--- src/rtl/net_arb_mode_sequencer.sv ---
// net_arb_mode_sequencer
//   Sequences trusted/untrusted ownership changes of the network arbiter's
//   O-side AXI-Stream ports (txc, txd, rxd, rxs). A requested mode change is
//   committed only once every stream sits on a frame boundary, so no frame is
//   ever split between domains. A drain that never completes is ended by a
//   one-cycle flush pulse into the O-side stream resets.
//
//   state  | meaning
//   -------+-----------------------------------------------------------------
//   IDLE   | committed mode matches request, gates open
//   DRAIN  | switch pending, frames in progress may finish, new ones gated
//   QUIET  | all streams idle, hold off QUIET_CYCLES before committing
//   FLUSH  | drain timed out, pulse flush_n_o and drop frame tracking
//   COMMIT | latch the requested mode and count the switch
//
// Ports
//   clk, resetn      clock, synchronous active-low reset
//   req_trusted_i    requested mode (level) from the control register
//   s_tvalid_i       O-side tvalid {rxs,rxd,txd,txc}
//   s_tready_i       O-side tready {rxs,rxd,txd,txc}
//   s_tlast_i        O-side tlast  {rxs,rxd,txd,txc}
//   trusted_o        committed mode to the arbiter mux
//   gate_o           1 = mux blocks new frames on that stream
//   flush_n_o        active-low flush pulse into the O-side aresetn
//   busy_o           1 while a switch is in progress
//   timeout_err_o    sticky, set by a forced flush
//   switch_count_o   committed switches, wrapping

module net_arb_mode_sequencer #(
  parameter bit RESET_TRUSTED = 1'b1,
  parameter int QUIET_CYCLES  = 4,
  parameter int DRAIN_TIMEOUT = 1024,
  parameter int CNT_W         = 16
) (
  input  logic             clk,
  input  logic             resetn,
  input  logic             req_trusted_i,
  input  logic [3:0]       s_tvalid_i,
  input  logic [3:0]       s_tready_i,
  input  logic [3:0]       s_tlast_i,
  output logic             trusted_o,
  output logic [3:0]       gate_o,
  output logic             flush_n_o,
  output logic             busy_o,
  output logic             timeout_err_o,
  output logic [CNT_W-1:0] switch_count_o
);

  localparam int QW = $clog2(QUIET_CYCLES + 1);
  localparam int DW = $clog2(DRAIN_TIMEOUT);

  typedef enum logic [2:0] {
    S_IDLE,
    S_DRAIN,
    S_QUIET,
    S_FLUSH,
    S_COMMIT
  } state_t;

  state_t           state_q, state_d;
  logic [3:0]       inflight_q, inflight_d;
  logic [DW-1:0]    drain_cnt_q, drain_cnt_d;
  logic [QW-1:0]    quiet_cnt_q, quiet_cnt_d;
  logic             trusted_q, trusted_d;
  logic             err_q, err_d;
  logic [CNT_W-1:0] count_q, count_d;
  logic [3:0]       gate_q, gate_d;
  logic             busy_q, flush_n_q;
  logic [3:0]       beat;
  logic             want_switch;

  // Frame tracking. A flush resets the O-side streams, so any partial frame
  // is gone and tracking restarts from empty.
  always_comb begin
    beat       = s_tvalid_i & s_tready_i;
    inflight_d = inflight_q;
    for (int i = 0; i < 4; i++) begin
      if (beat[i]) inflight_d[i] = ~s_tlast_i[i];
    end
    if (state_q == S_FLUSH) inflight_d = '0;
  end

  always_comb begin
    state_d     = state_q;
    drain_cnt_d = drain_cnt_q;
    quiet_cnt_d = quiet_cnt_q;
    trusted_d   = trusted_q;
    err_d       = err_q;
    count_d     = count_q;
    want_switch = (req_trusted_i != trusted_q);
    case (state_q)
      S_IDLE: begin
        if (want_switch) begin
          state_d     = S_DRAIN;
          drain_cnt_d = '0;
        end
      end
      S_DRAIN: begin
        // Idle streams take priority over the timeout hitting in the same cycle.
        if (!want_switch) begin
          state_d = S_IDLE;
        end else if (inflight_q == 4'h0) begin
          state_d     = S_QUIET;
          quiet_cnt_d = QW'(QUIET_CYCLES - 1);
        end else if (drain_cnt_q == DW'(DRAIN_TIMEOUT - 1)) begin
          state_d = S_FLUSH;
        end else begin
          drain_cnt_d = drain_cnt_q + 1'b1;
        end
      end
      S_QUIET: begin
        // A beat under gate is a protocol violation upstream; go back to
        // draining but keep the accumulated drain time so the timeout still
        // bounds the whole switch.
        if (!want_switch) begin
          state_d = S_IDLE;
        end else if (|beat) begin
          state_d = S_DRAIN;
        end else if (quiet_cnt_q == '0) begin
          state_d = S_COMMIT;
        end else begin
          quiet_cnt_d = quiet_cnt_q - 1'b1;
        end
      end
      S_FLUSH: begin
        err_d   = 1'b1;
        state_d = S_COMMIT;
      end
      S_COMMIT: begin
        if (want_switch) begin
          trusted_d = req_trusted_i;
          count_d   = count_q + 1'b1;
        end
        state_d = S_IDLE;
      end
      default: state_d = S_IDLE;
    endcase
  end

  // Outputs are registered from the next state so the mux sees clean levels.
  always_comb begin
    case (state_d)
      S_IDLE:           gate_d = 4'h0;
      S_DRAIN, S_QUIET: gate_d = ~inflight_d;
      default:          gate_d = 4'hF;
    endcase
  end

  always_ff @(posedge clk) begin
    if (!resetn) begin
      state_q     <= S_IDLE;
      inflight_q  <= '0;
      drain_cnt_q <= '0;
      quiet_cnt_q <= '0;
      trusted_q   <= RESET_TRUSTED;
      err_q       <= 1'b0;
      count_q     <= '0;
      gate_q      <= 4'h0;
      busy_q      <= 1'b0;
      flush_n_q   <= 1'b1;
    end else begin
      state_q     <= state_d;
      inflight_q  <= inflight_d;
      drain_cnt_q <= drain_cnt_d;
      quiet_cnt_q <= quiet_cnt_d;
      trusted_q   <= trusted_d;
      err_q       <= err_d;
      count_q     <= count_d;
      gate_q      <= gate_d;
      busy_q      <= (state_d != S_IDLE);
      flush_n_q   <= (state_d != S_FLUSH);
    end
  end

  assign trusted_o      = trusted_q;
  assign gate_o         = gate_q;
  assign flush_n_o      = flush_n_q;
  assign busy_o         = busy_q;
  assign timeout_err_o  = err_q;
  assign switch_count_o = count_q;

endmodule

--- config.mk ---
export PLATFORM = sky130hd
export DESIGN_NAME = net_arb_mode_sequencer
export DESIGN_NICKNAME = d
export VERILOG_FILES = /design/src/rtl/net_arb_mode_sequencer.sv
export SDC_FILE = /design/constraint.sdc
export NUM_CORES = 1
export LEC_CHECK = 0
export BUFFER_PORTS_ARGS = -buffer_cell sky130_fd_sc_hd__buf_2
export CORE_ASPECT_RATIO = 1.5
export CORE_MARGIN = 3
export CORE_UTILIZATION = 45
export DETAILED_ROUTE_END_ITERATION = 8
export PLACE_DENSITY = 0.75
export SLEW_MARGIN = 30
export SYNTH_ARGS = -nofsm -noshare
export SYNTH_HDL_FRONTEND = slang
export SYNTH_SLANG_ARGS = --single-unit
--- constraint.sdc ---
create_clock -name clk -period 6 [get_ports clk]
set_clock_uncertainty 0.15 [all_clocks]
set_input_delay 0.3 -clock clk [delete_from_list [all_inputs] [get_ports clk]]
set_output_delay 0.3 -clock clk [all_outputs]
set_load 0.1 [all_outputs]
==> results of run 1 <==
[worst min-delay path by stage]
stage | to | startpoint | slack, ns | cells after the start
floorplan | trusted_o | req_trusted_i | 0.28 | 2
global placement | timeout_err_o | timeout_err_o | 0.30 | 2
detailed placement | timeout_err_o | timeout_err_o | 0.31 | 2
CTS | trusted_o | resetn | 0.11 | 2
global route | trusted_o | resetn | 0.13 | 2
finish | trusted_o | resetn | 0.11 | 2
[layer usage]
metal / share of wire [%] / global-route usage (%) / vias up / wire [um]
li1: - / - / 840 / -
met1: 41 / 16.4 / 753 / 1560
met2: 53 / 30.2 / 33 / 2020
met3: 3.7 / 4.15 / 9 / 142
met4: 2.3 / 8.06 / 0 / 89
met5: 0 / 0 / - / 0
[power by group]
part | leakage (uW) | switching [uW] | internal, uW
logic | 0.000528 | 48.0 | 19.0
clock network | 0.0000541 | 99.0 | 123
registers | 0.000357 | 4.68 | 299
total | 0.000939 | 152 | 441
[flip-flops by register name, summed over array words and instances (netlist names)]
name / cells
timeout_err_o: 1
drain_cnt_q: 10
inflight_q: 4
gate_o: 4
quiet_cnt_q: 3
state_q: 3
busy_o: 1
switch_count_o: 16
trusted_o: 1
flush_n_o: 1
[layout by cell type (no fill, tap or decap), types with 2 or more instances in the layout]
master / instances
sky130_fd_sc_hd__nand4_1: 5
sky130_fd_sc_hd__o21ai_1: 2
sky130_fd_sc_hd__nor3_1: 5
sky130_fd_sc_hd__inv_1: 4
sky130_fd_sc_hd__or3_1: 4
sky130_fd_sc_hd__dfxtp_1: 44
sky130_fd_sc_hd__a21oi_1: 12
sky130_fd_sc_hd__buf_2: 38
sky130_fd_sc_hd__o211ai_1: 3
sky130_fd_sc_hd__a211oi_1: 2
sky130_fd_sc_hd__o21ai_0: 4
sky130_fd_sc_hd__and3_1: 3
sky130_fd_sc_hd__and4_1: 2
sky130_fd_sc_hd__ha_1: 4
sky130_fd_sc_hd__and2_1: 11
sky130_fd_sc_hd__a22oi_1: 2
sky130_fd_sc_hd__nor2_1: 31
sky130_fd_sc_hd__xnor2_1: 5
sky130_fd_sc_hd__clkbuf_8: 5
sky130_fd_sc_hd__and2b_2: 2
sky130_fd_sc_hd__a311oi_1: 4
sky130_fd_sc_hd__nand3_1: 11
sky130_fd_sc_hd__nand2b_1: 2
sky130_fd_sc_hd__nand2_1: 18
sky130_fd_sc_hd__xor2_1: 17
[cells by family (layout without fill, tap and decap cells)]
kind of cell	after synthesis	in the layout	synth area share (%)
and+or+nand+nor	104	104	28.0
muxes	1	1	0.505
xor gates and xnor gates	23	23	10.5
AOI/OAI and AO/OA	33	33	11.5
buffers and inverters	9	50	1.83
DFF	44	44	44.5
adders and majority gates	5	5	3.10
[critical path, cell delays in order, from the launching register on]
cell	delay (ns)
sky130_fd_sc_hd__dfxtp_1	0.36
sky130_fd_sc_hd__inv_1	0.07
sky130_fd_sc_hd__ha_1	0.19
sky130_fd_sc_hd__nand2b_1	0.09
sky130_fd_sc_hd__nand2_1	0.07
sky130_fd_sc_hd__o31ai_1	0.51
sky130_fd_sc_hd__a31oi_4	0.11
sky130_fd_sc_hd__maj3_2	0.33
sky130_fd_sc_hd__a21oi_1	0.14
[final cells by class]
type / count / area, sq um
Sequential cell: 44 / 881
Inverter: 4 / 15.0
Fill cell: 367 / 1780
Timing Repair Buffer: 38 / 190
Clock buffer: 5 / 68.8
Clock inverter: 3 / 42.5
Multi-Input combinational cell: 166 / 1060
Tap cell: 45 / 56.3
[through the flow]
stage / utilization (%) / cell area (sq um)
2_1_floorplan: - / 1980
3_3_place_gp: 53.8 / 2210
3_5_place_dp: 53.8 / 2210
4_1_cts: 56.5 / 2320
5_1_grt: 56.5 / 2320
6_report: 56.5 / 2320
==> summary.txt, run 1 <==
Power
  • Total power of the final layout: 593 uW
  • Power Dens Cells: 256 mW/mm^2
  • Leakage power: 0.000939 uW
  • Worst IR Drop VDD: 0.168 mV

Synthesis
  • Share of Yosys cell area claimed by the top area cell type: 44.5%
  • Post-synthesis instance area: 0.00198 sq mm
  • Cell accounting for the most synthesized area: sky130_fd_sc_hd__dfxtp_1
  • Sequential cell area fraction in the yosys report: 44.5%
  • Number of register bits inferred by synthesis: 44
  • Synth Net Count: 238
  • Synthesized area per cell: 9.04 sq um
  • Post-synth EDFFs: 0
  • Number of warnings reported in the yosys synthesis log: 0
  • Commonest register cell after synthesis: sky130_fd_sc_hd__dfxtp_1
  • Synth Instances: 219
  • Dominant cells by area after synthesis: sky130_fd_sc_hd__dfxtp_1 44%, sky130_fd_sc_hd__xor2_1 7.5%, sky130_fd_sc_hd__nor2_1 5.9%
  • Post-synthesis cell type count: 43
  • Cell with the most instances after synthesis: sky130_fd_sc_hd__dfxtp_1
  • Fraction of synthesis flops using an asynchronous set or reset pin: 0%
  • Most common library cells after synthesis: 44 x sky130_fd_sc_hd__dfxtp_1, 31 x sky130_fd_sc_hd__nor2_1, 18 x sky130_fd_sc_hd__nand2_1, 17 x sky130_fd_sc_hd__xor2_1, 12 x sky130_fd_sc_hd__a21oi_1

Timing
  • Normalized max-slew margin: 52.5%
  • Final worst path period need: 2.11 ns
  • Max-slew violations: 0
  • Count of final hold-check violations: 0
  • Final setup violation count: 0
  • RSZ-0062 raised after global routing: no
  • Worst Slack Setup Final: 3.89 ns
  • Slew of the pin with the lowest slew margin: 0.711 ns
  • Worst hold-check slack: 0.113 ns
  • Setup TNS after final layout: 0 ns
  • Maximum operating frequency: 474 MHz
  • Crit share post-route: 35.1%

Route
  • Avg Vias per Cell: 5.36
  • Number of optimization iterations in the first detailed-route pass: 4
  • Number of nets with antenna violations after routing: 0
  • Mean routed wirelength per cell: 12.5 um
  • DR vias: 1635
  • DR iter-0 viols: 90
  • Final wirelength: 3810 um
  • Number of design rule violations left after detail routing: 0

Clocking
  • Total number of clock tree sinks: 44
  • Number of buffers added by the clock tree synthesis step: 5
  • Number of buffers inserted by post-CTS setup repair: 0
  • Clock slew at the register clock pins of the worst setup and hold paths: 0.08 ns
  • # resized after CTS: 0
  • CTS Hold Bufs: 0
  • Buffer type at the clock tree root: sky130_fd_sc_hd__clkbuf_8
  • Clock tree from TritonCTS: done
  • Worst skew pair latency: 0.30 ns
  • Max Root-Sink Buffers: 2
  • Clock H-tree levels: 2

Critical path
  • Worst Setup Start Kind: flip-flop
  • Logic depth of the worst register-to-register path: 8
  • R2R Path Start: quiet_cnt_q[0]
  • Setup crit end kind: flip-flop
  • Data required time at the worst endpoint: 6.07 ns
  • Worst-case register-to-register setup slack: 3.89 ns
  • Critical path class: reg2reg
  • R2R Path End: gate_o[2]
  • First element of the critical path: quiet_cnt_q[0]
  • Data arrival time of the critical path: 2.18 ns
  • Critical Path Fanout Max: 7
  • Worst setup path endpoint: gate_o[2]

Global routing
  • Wire length of the first global-routing pass: 6690 um
  • Largest net degree at the start of global routing: 25
  • GRT Residual Overflow: 0
  • Initial antenna violation count: 0
  • GRT Total Usage: 16.4%
  • Via count of the first global-routing pass: 1631

Status
  • Result of the run: finished clean

Run
  • Reported max-cap violation count: 0

Worst hold path
  • Class of the worst hold path: in2reg

Final layout
  • Final net count: 278
  • Proportion of layout cells with a drive suffix above 1: 23.1%
  • Growth of design area from synthesis to finish: 17.0%
  • Final Instance Count excl. Fillers: 305
  • Number of antenna diodes: 0

Placed design
  • Count of buffers from port buffering: 38
  • HPWL reported at the end of detailed placement: 2870 um
  • Cells after DPL: 297
  • Worst setup slack after placement: 3.86 ns
  • Final weighted congestion in routability-driven placement: 0.813

Die
  • Horizontal die dimension: 60.2 um
  • Initial core utilization: 48.3%
  • Count of boundary I/O pins: 39
  • Full die area: 0.00525 sq mm
  • Core Rows: 28
  • Placeable core region: 0.00410 sq mm
  • Die Height: 87.3 um
Note: power is estimated with default switching activity, not from simulation.
==> inputs of run 2 (changes only) <==
--- a/config.mk
+++ b/config.mk
@@ -10,7 +10,7 @@
 export CORE_MARGIN = 3
 export CORE_UTILIZATION = 45
 export DETAILED_ROUTE_END_ITERATION = 8
-export PLACE_DENSITY = 0.75
+export PLACE_DENSITY = 0.78
 export SLEW_MARGIN = 30
 export SYNTH_ARGS = -nofsm -noshare
 export SYNTH_HDL_FRONTEND = slang
==> constraint.sdc (replaced) <==
create_clock -name clk -period 1.88 [get_ports clk]
set_clock_uncertainty 0.15 [all_clocks]
set_input_delay 0.094 -clock clk [delete_from_list [all_inputs] [get_ports clk]]
set_output_delay 0.094 -clock clk [all_outputs]
set_load 0.1 [all_outputs]
==> summary.txt, run 2 (same netlist as run 1, synthesis figures left out) <==
Die
  • Initial core utilization: 48.3% (unchanged)
  • Horizontal die dimension: 60.2 um (unchanged)
  • Placeable core region: 0.00410 sq mm (unchanged)
  • Core Rows: 28 (unchanged)
  • Count of boundary I/O pins: 39 (unchanged)
  • Die Height: 87.3 um (unchanged)
  • Full die area: 0.00525 sq mm (unchanged)

Clocking
  • Max Root-Sink Buffers: 2 (unchanged)
  • Clock slew at the register clock pins of the worst setup and hold paths: 0.08 ns (about the same)
  • Number of buffers added by the clock tree synthesis step: 5 (unchanged)
  • Clock H-tree levels: 2 (unchanged)
  • Total number of clock tree sinks: 44 (unchanged)
  • Clock tree from TritonCTS: done
  • Buffer type at the clock tree root: sky130_fd_sc_hd__clkbuf_8
  • Worst skew pair latency: 0.30 ns (about the same)

Final layout
  • Number of antenna diodes: 0 (unchanged)
  • Area of the multi-input gates: 0.00116 sq mm (+8.9%)
  • Proportion of layout cells with a drive suffix above 1: 40.0% (+17 points)
  • Most frequent cells in the layout: 38 x sky130_fd_sc_hd__buf_2, 31 x sky130_fd_sc_hd__nor2_1, 31 x sky130_fd_sc_hd__buf_4, 29 x sky130_fd_sc_hd__dfxtp_1, 18 x sky130_fd_sc_hd__nand2_1
  • Max reg flops: 16 (unchanged)
  • Area taken by flip-flops and latches: 922 sq um (+4.7%)
  • Final Instance Count excl. Fillers: 340 (+11%)
  • Growth of design area from synthesis to finish: 37.1%
  • Most common cell after layout, fill and taps aside: sky130_fd_sc_hd__buf_2
  • Final net count: 313 (+13%)
  • Fillers: 303 (-17%)

Global routing
  • Wire length of the first global-routing pass: 7330 um (+9.6%)
  • Met1 layer usage reported by global route: 18.8% (+2.5 points)
  • Via count of the first global-routing pass: 1756 (+7.7%)
  • Met2 demand-to-capacity share in global routing: 32.1% (+1.9 points)
  • GRT Total Usage: 17.9% (+1.5 points)
  • Initial antenna violation count: 0 (unchanged)
  • GRT Residual Overflow: 0 (unchanged)
  • Met3 track demand over resource in global routing: 3.86% (-0.30 points)
  • Largest net degree at the start of global routing: 21 (-16%)
  • Most crowded layer after global routing: met2

Route
  • Avg Vias per Cell: 5.37 (+0.24%)
  • Number of nets with antenna violations after routing: 0 (unchanged)
  • Mean routed wirelength per cell: 13.5 um (+8.2%)
  • Number of optimization iterations in the first detailed-route pass: 4 (unchanged)
  • DR vias: 1827 (+12%)
  • DR iter-0 viols: 88 (-2.2%)
  • Final wirelength: 4600 um (+21%)
  • Number of design rule violations left after detail routing: 0 (unchanged)

Critical path
  • R2R Path Start: drain_cnt_q[0]
  • Critical path class: reg2reg
  • Data arrival time of the critical path: 1.92 ns (-0.26 ns)
  • Worst-case register-to-register setup slack: 0.04 ns (-3.86 ns)
  • Data required time at the worst endpoint: 1.96 ns (-4.11 ns)
  • Worst-path cell chain: ha_2 > nand3_1 > nor3_4 > o21ai_2 > nand4bb_1 > or3_1 > a21oi_1
  • Critical path's slowest cell: sky130_fd_sc_hd__or3_1
  • CP peak stage delay: 0.40 ns (-0.11 ns)
  • Logic depth of the worst register-to-register path: 7 (-1)
  • Setup crit end kind: flip-flop
  • R2R Path End: drain_cnt_q[9]
  • Worst Setup Start Kind: flip-flop
  • Critical Path Fanout Max: 3 (-4)

Worst hold path
  • Worst hold stages: 3 (+1)
  • Class of the worst hold path: in2reg
  • Min-delay src: s_tlast_i[2]
  • Terminating pin of the worst hold path: inflight_q[2]

Placed design
  • Final weighted congestion in routability-driven placement: 0.850 (+4.5%)
  • HPWL reported at the end of detailed placement: 3250 um (+13%)
  • Count of buffers from port buffering: 38 (unchanged)
  • Cells after DPL: 323 (+8.8%)

Run
  • Reported max-cap violation count: 0 (unchanged)

Power
  • Worst IR Drop VDD: 0.923 mV (+450%)
  • Total power of the final layout: 1920 uW (+220%)
  • Leakage power: 0.00114 uW (+21%)
  • Power Dens Cells: 706 mW/mm^2 (+180%)

Timing
  • Maximum operating frequency: 542 MHz (+14%)
  • Final worst path period need: 1.84 ns (-0.265 ns)
  • Worst hold-check slack: 0.0284 ns (-0.0842 ns)
  • Max-slew violations: 0 (unchanged)
  • Slew of the pin with the lowest slew margin: 0.633 ns (-0.0785 ns)
  • Normalized max-slew margin: 57.8% (+5.2 points)
  • Count of final hold-check violations: 0 (unchanged)
  • Final setup violation count: 0 (unchanged)
  • Crit share post-route: 98.1% (+63 points)
  • RSZ-0062 raised after global routing: yes

Status
  • Result of the run: finished clean
## run 2: per-layer routing
layer | vias up | routed length [um]
met5 | - | 0
met4 | 0 | 176
met3 | 17 | 169
met2 | 46 | 2460
met1 | 851 | 1790
li1 | 913 | -
## run 2: area by class of cell
type,count,area share [%]
clock buffer,6,3.45
tap,45,2.07
multi-input combinational,167,42.7
clock inverter,2,0.599
timing repair buffer,72,16.7
sequential,44,33.9
inverter,4,0.553
## run 2: how the worst max path moves through the flow
| stage | startpoint | end | depth (start not counted) |
|---|---|---|---|
| floorplan | trusted_o | gate_o[2] | 5 |
| global placement | quiet_cnt_q[0] | gate_o[2] | 8 |
| detailed placement | quiet_cnt_q[0] | gate_o[0] | 9 |
| CTS | trusted_o | gate_o[0] | 7 |
| global route | drain_cnt_q[0] | drain_cnt_q[9] | 7 |
| finish | drain_cnt_q[0] | drain_cnt_q[9] | 7 |
## run 2: stage by stage
step / instance area (sq um) / util, % / setup slack [ns] / TNS, ns
finish: 2720 / 66.3 / 0.0363 / 0
global route: 2720 / 66.3 / -0.0633 / -0.218
CTS: 2630 / 64.0 / 0.0157 / 0
detailed placement: 2450 / 59.8 / -0.154 / -0.743
global placement: 2450 / 59.8 / -0.0945 / -0.402
floorplan: 2040 / - / -0.0575 / -0.0577
## run 2: worst max-delay path: cells and delay by family, from the launching register on
family	cells	cell delay, ns
simple gates	4	0.77
compound gates	2	0.34
flops	1	0.32
fa+ha+maj	1	0.19
## run 2: repair_timing
| item | CTS | global route |
|---|---|---|
| hold buffers | 2 | 1 |
| hold endpoints to repair | 1 | 1 |
| resized for setup | 7 | 11 |
| gates cloned | 1 | 0 |
| setup endpoints to repair | 14 | 15 |
| setup buffers | 0 | 6 |
| pin swaps | 1 | 10 |
## run 2: power by group
| part | internal (uW) | switching (uW) | total (uW) |
|---|---|---|---|
| sequential | 941 | 13.4 | 955 |
| clock | 347 | 331 | 678 |
| combinational | 107 | 178 | 285 |
==> inputs of run 3 (changes only) <==
--- a/config.mk
+++ b/config.mk
@@ -10,7 +10,8 @@
 export CORE_MARGIN = 3
 export CORE_UTILIZATION = 45
 export DETAILED_ROUTE_END_ITERATION = 8
-export PLACE_DENSITY = 0.78
+export PLACE_DENSITY = 0.75
+export RECOVER_POWER = 25
 export SLEW_MARGIN = 30
 export SYNTH_ARGS = -nofsm -noshare
 export SYNTH_HDL_FRONTEND = slang
==> constraint.sdc (replaced) <==
create_clock -name clk -period 1.84 [get_ports clk]
set_clock_uncertainty 0.15 [all_clocks]
set_input_delay 0.092 -clock clk [delete_from_list [all_inputs] [get_ports clk]]
set_output_delay 0.092 -clock clk [all_outputs]
set_load 0.1 [all_outputs]
==> summary.txt, run 3 (same netlist as run 1, synthesis figures left out) <==
Status
  • Result of the run: finished clean

Global routing
  • Largest net degree at the start of global routing: 18 (-14%)
  • Wire length of the first global-routing pass: 7010 um (-4.3%)
  • Initial antenna violation count: 0 (unchanged)
  • GRT Residual Overflow: 0 (unchanged)
  • GRT Total Usage: 17.1% (-0.87 points)
  • Via count of the first global-routing pass: 1663 (-5.3%)

Critical path
  • Data arrival time of the critical path: 1.87 ns (-0.05 ns)
  • Worst Setup Start Kind: flip-flop
  • Critical Path Fanout Max: 5 (+2)
  • Logic depth of the worst register-to-register path: 7 (unchanged)
  • Data required time at the worst endpoint: 1.87 ns (-0.09 ns)
  • Critical path class: reg2reg
  • Worst-case register-to-register setup slack: 0.0007 ns (-0.04 ns)
  • Setup crit end kind: flip-flop

Route
  • Number of optimization iterations in the first detailed-route pass: 4 (unchanged)
  • Final wirelength: 4260 um (-7.3%)
  • DR vias: 1753 (-4.1%)
  • Number of design rule violations left after detail routing: 0 (unchanged)
  • DR iter-0 viols: 55 (-38%)
  • Avg Vias per Cell: 5.20 (-3.2%)
  • Number of nets with antenna violations after routing: 0 (unchanged)
  • Mean routed wirelength per cell: 12.6 um (-6.5%)

Timing
  • Normalized max-slew margin: 64.2% (+6.4 points)
  • Final worst path period need: 1.84 ns (-0.00439 ns)
  • Crit share post-route: 100% (+1.9 points)
  • Count of final hold-check violations: 0 (unchanged)
  • Slew of the pin with the lowest slew margin: 0.540 ns (-0.0928 ns)
  • Worst hold-check slack: 0.0255 ns (-0.00290 ns)
  • Final setup violation count: 0 (unchanged)
  • Max-slew violations: 0 (unchanged)
  • Maximum operating frequency: 544 MHz (+0.24%)
  • RSZ-0062 raised after global routing: yes

Power
  • Power Dens Cells: 706 mW/mm^2 (about the same)
  • Switching power total: 525 uW (+0.39%)
  • Share of total power in sequential cells: 50.3% (+0.5 points)
  • Worst IR Drop VDD: 0.720 mV (-22%)
  • Proportion of power drawn by combinational gates: 14.8% (about the same)
  • Leakage power: 0.00113 uW (-0.97%)
  • Internal power contribution: 1410 uW (+1.4%)
  • Clk network pwr share: 34.9% (-0.4 points)
  • Sw frac: 27.1% (-0.20 points)

Final layout
  • Final Instance Count excl. Fillers: 337 (-0.88%)
  • Final net count: 310 (-0.96%)
  • Fillers: 322 (+6.3%)
  • Number of antenna diodes: 0 (unchanged)
  • Max reg flops: 16 (unchanged)
  • Area taken by flip-flops and latches: 927 sq um (+0.54%)
  • Proportion of layout cells with a drive suffix above 1: 41.8% (+1.8 points)
  • Area of the multi-input gates: 0.00120 sq mm (+3.6%)
  • Most frequent cells in the layout: 31 x sky130_fd_sc_hd__nor2_1, 28 x sky130_fd_sc_hd__buf_4, 25 x sky130_fd_sc_hd__dfxtp_1, 25 x sky130_fd_sc_hd__buf_2
  • Most common cell after layout, fill and taps aside: sky130_fd_sc_hd__nor2_1
  • Growth of design area from synthesis to finish: 38.7%

Die
  • Count of boundary I/O pins: 39 (unchanged)
  • Horizontal die dimension: 60.2 um (unchanged)
  • Core Rows: 28 (unchanged)
  • Die Height: 87.3 um (unchanged)
  • Full die area: 0.00525 sq mm (unchanged)
  • Placeable core region: 0.00410 sq mm (unchanged)
  • Initial core utilization: 48.3% (unchanged)

Placed design
  • Final weighted congestion in routability-driven placement: 0.817 (-3.8%)
  • Cells after DPL: 319 (-1.2%)
  • Count of buffers from port buffering: 38 (unchanged)
  • HPWL reported at the end of detailed placement: 2940 um (-9.5%)

Clocking
  • Worst skew pair latency: 0.29 ns (about the same)
  • Total number of clock tree sinks: 44 (unchanged)
  • Max Root-Sink Buffers: 2 (unchanged)
  • Clock H-tree levels: 2 (unchanged)
  • Clock tree from TritonCTS: done
  • Number of buffers added by the clock tree synthesis step: 5 (unchanged)
  • Clock slew at the register clock pins of the worst setup and hold paths: 0.08 ns (about the same)
  • Buffer type at the clock tree root: sky130_fd_sc_hd__clkbuf_8

Worst hold path
  • Worst hold stages: 3 (unchanged)
  • Class of the worst hold path: in2reg

Run
  • Reported max-cap violation count: 0 (unchanged)
## run 3: cell types whose count changed in the layout (fill, tap and decap cells not counted), sizes merged
cell,change
clkbuf,+13
buf,-16
dlygate4sd3,+1
clkinv,+1
o21ai,-1
inv,-1
## run 3: final timing paths
kind	from	to
setup reg to reg	inflight_q[2]	flush_n_o
hold reg to reg	quiet_cnt_q[0]	quiet_cnt_q[0]
hold / removal	s_tlast_i[0]	inflight_q[0]
setup / recovery	inflight_q[2]	flush_n_o
## run 3: layer usage
layer / vias to the layer above / global-route usage [%] / share of wire (%)
li1: 911 / - / -
met1: 810 / 20.3 / 45
met2: 26 / 29.0 / 51
met3: 6 / 3.26 / 3.1
met4: 0 / 7.26 / 1.5
met5: - / 0 / 0
## run 3: per-stage QoR
step           setup slack (ns)  utilization [%]  total power, uW  TNS [ns]  area [sq um]
3_3_place_gp            -0.0248             59.5             1240   -0.0248          2440
4_1_cts                 -0.0115             63.8             1940   -0.0115          2610
2_1_floorplan           -0.0280                -             1180   -0.0876          2060
3_5_place_dp            -0.0652             59.5             1250    -0.142          2440
5_1_grt                 -0.0625             67.0             2010    -0.399          2750
6_report               0.000736             67.0             1940         0          2750
## run 3: final cells by class
| class | count | area share, % |
|---|---|---|
| clock buffer | 6 | 3.42 |
| clock inverter | 2 | 0.456 |
| inverter | 4 | 0.547 |
| multi-input combinational | 166 | 43.7 |
| sequential | 44 | 33.8 |
| tap | 45 | 2.05 |
| timing repair buffer | 70 | 16.1 |
## run 3: worst max-delay path, cell delays in order (launching register included)
cell and delay, ns:
sky130_fd_sc_hd__dfxtp_2 0.33, sky130_fd_sc_hd__nor4_2 0.28, sky130_fd_sc_hd__buf_4 0.16, sky130_fd_sc_hd__nand4b_1 0.17, sky130_fd_sc_hd__o31ai_4 0.12, sky130_fd_sc_hd__a31oi_4 0.09
sky130_fd_sc_hd__buf_6 0.15, sky130_fd_sc_hd__or3_1 0.29
## run 3: power groups by stage
| stage | clock [uW] | sequential, uW | combinational, uW |
|---|---|---|---|
| after floorplan | 0 | 1070 | 110 |
| after global placement | 0 | 995 | 249 |
| after detailed placement | 0 | 996 | 251 |
| after CTS | 694 | 975 | 268 |
| after global routing | 725 | 979 | 308 |
| final | 677 | 975 | 287 |
## run 3: timing repair
item | 4_1_cts | 5_1_grt
hold buffers | 2 | 1
pin swaps | 2 | 11
resized for setup | 7 | 16
gates cloned | 0 | 0
setup endpoints to repair | 9 | 20
hold endpoints to repair | 6 | 1
buffers inserted | 2 | 5
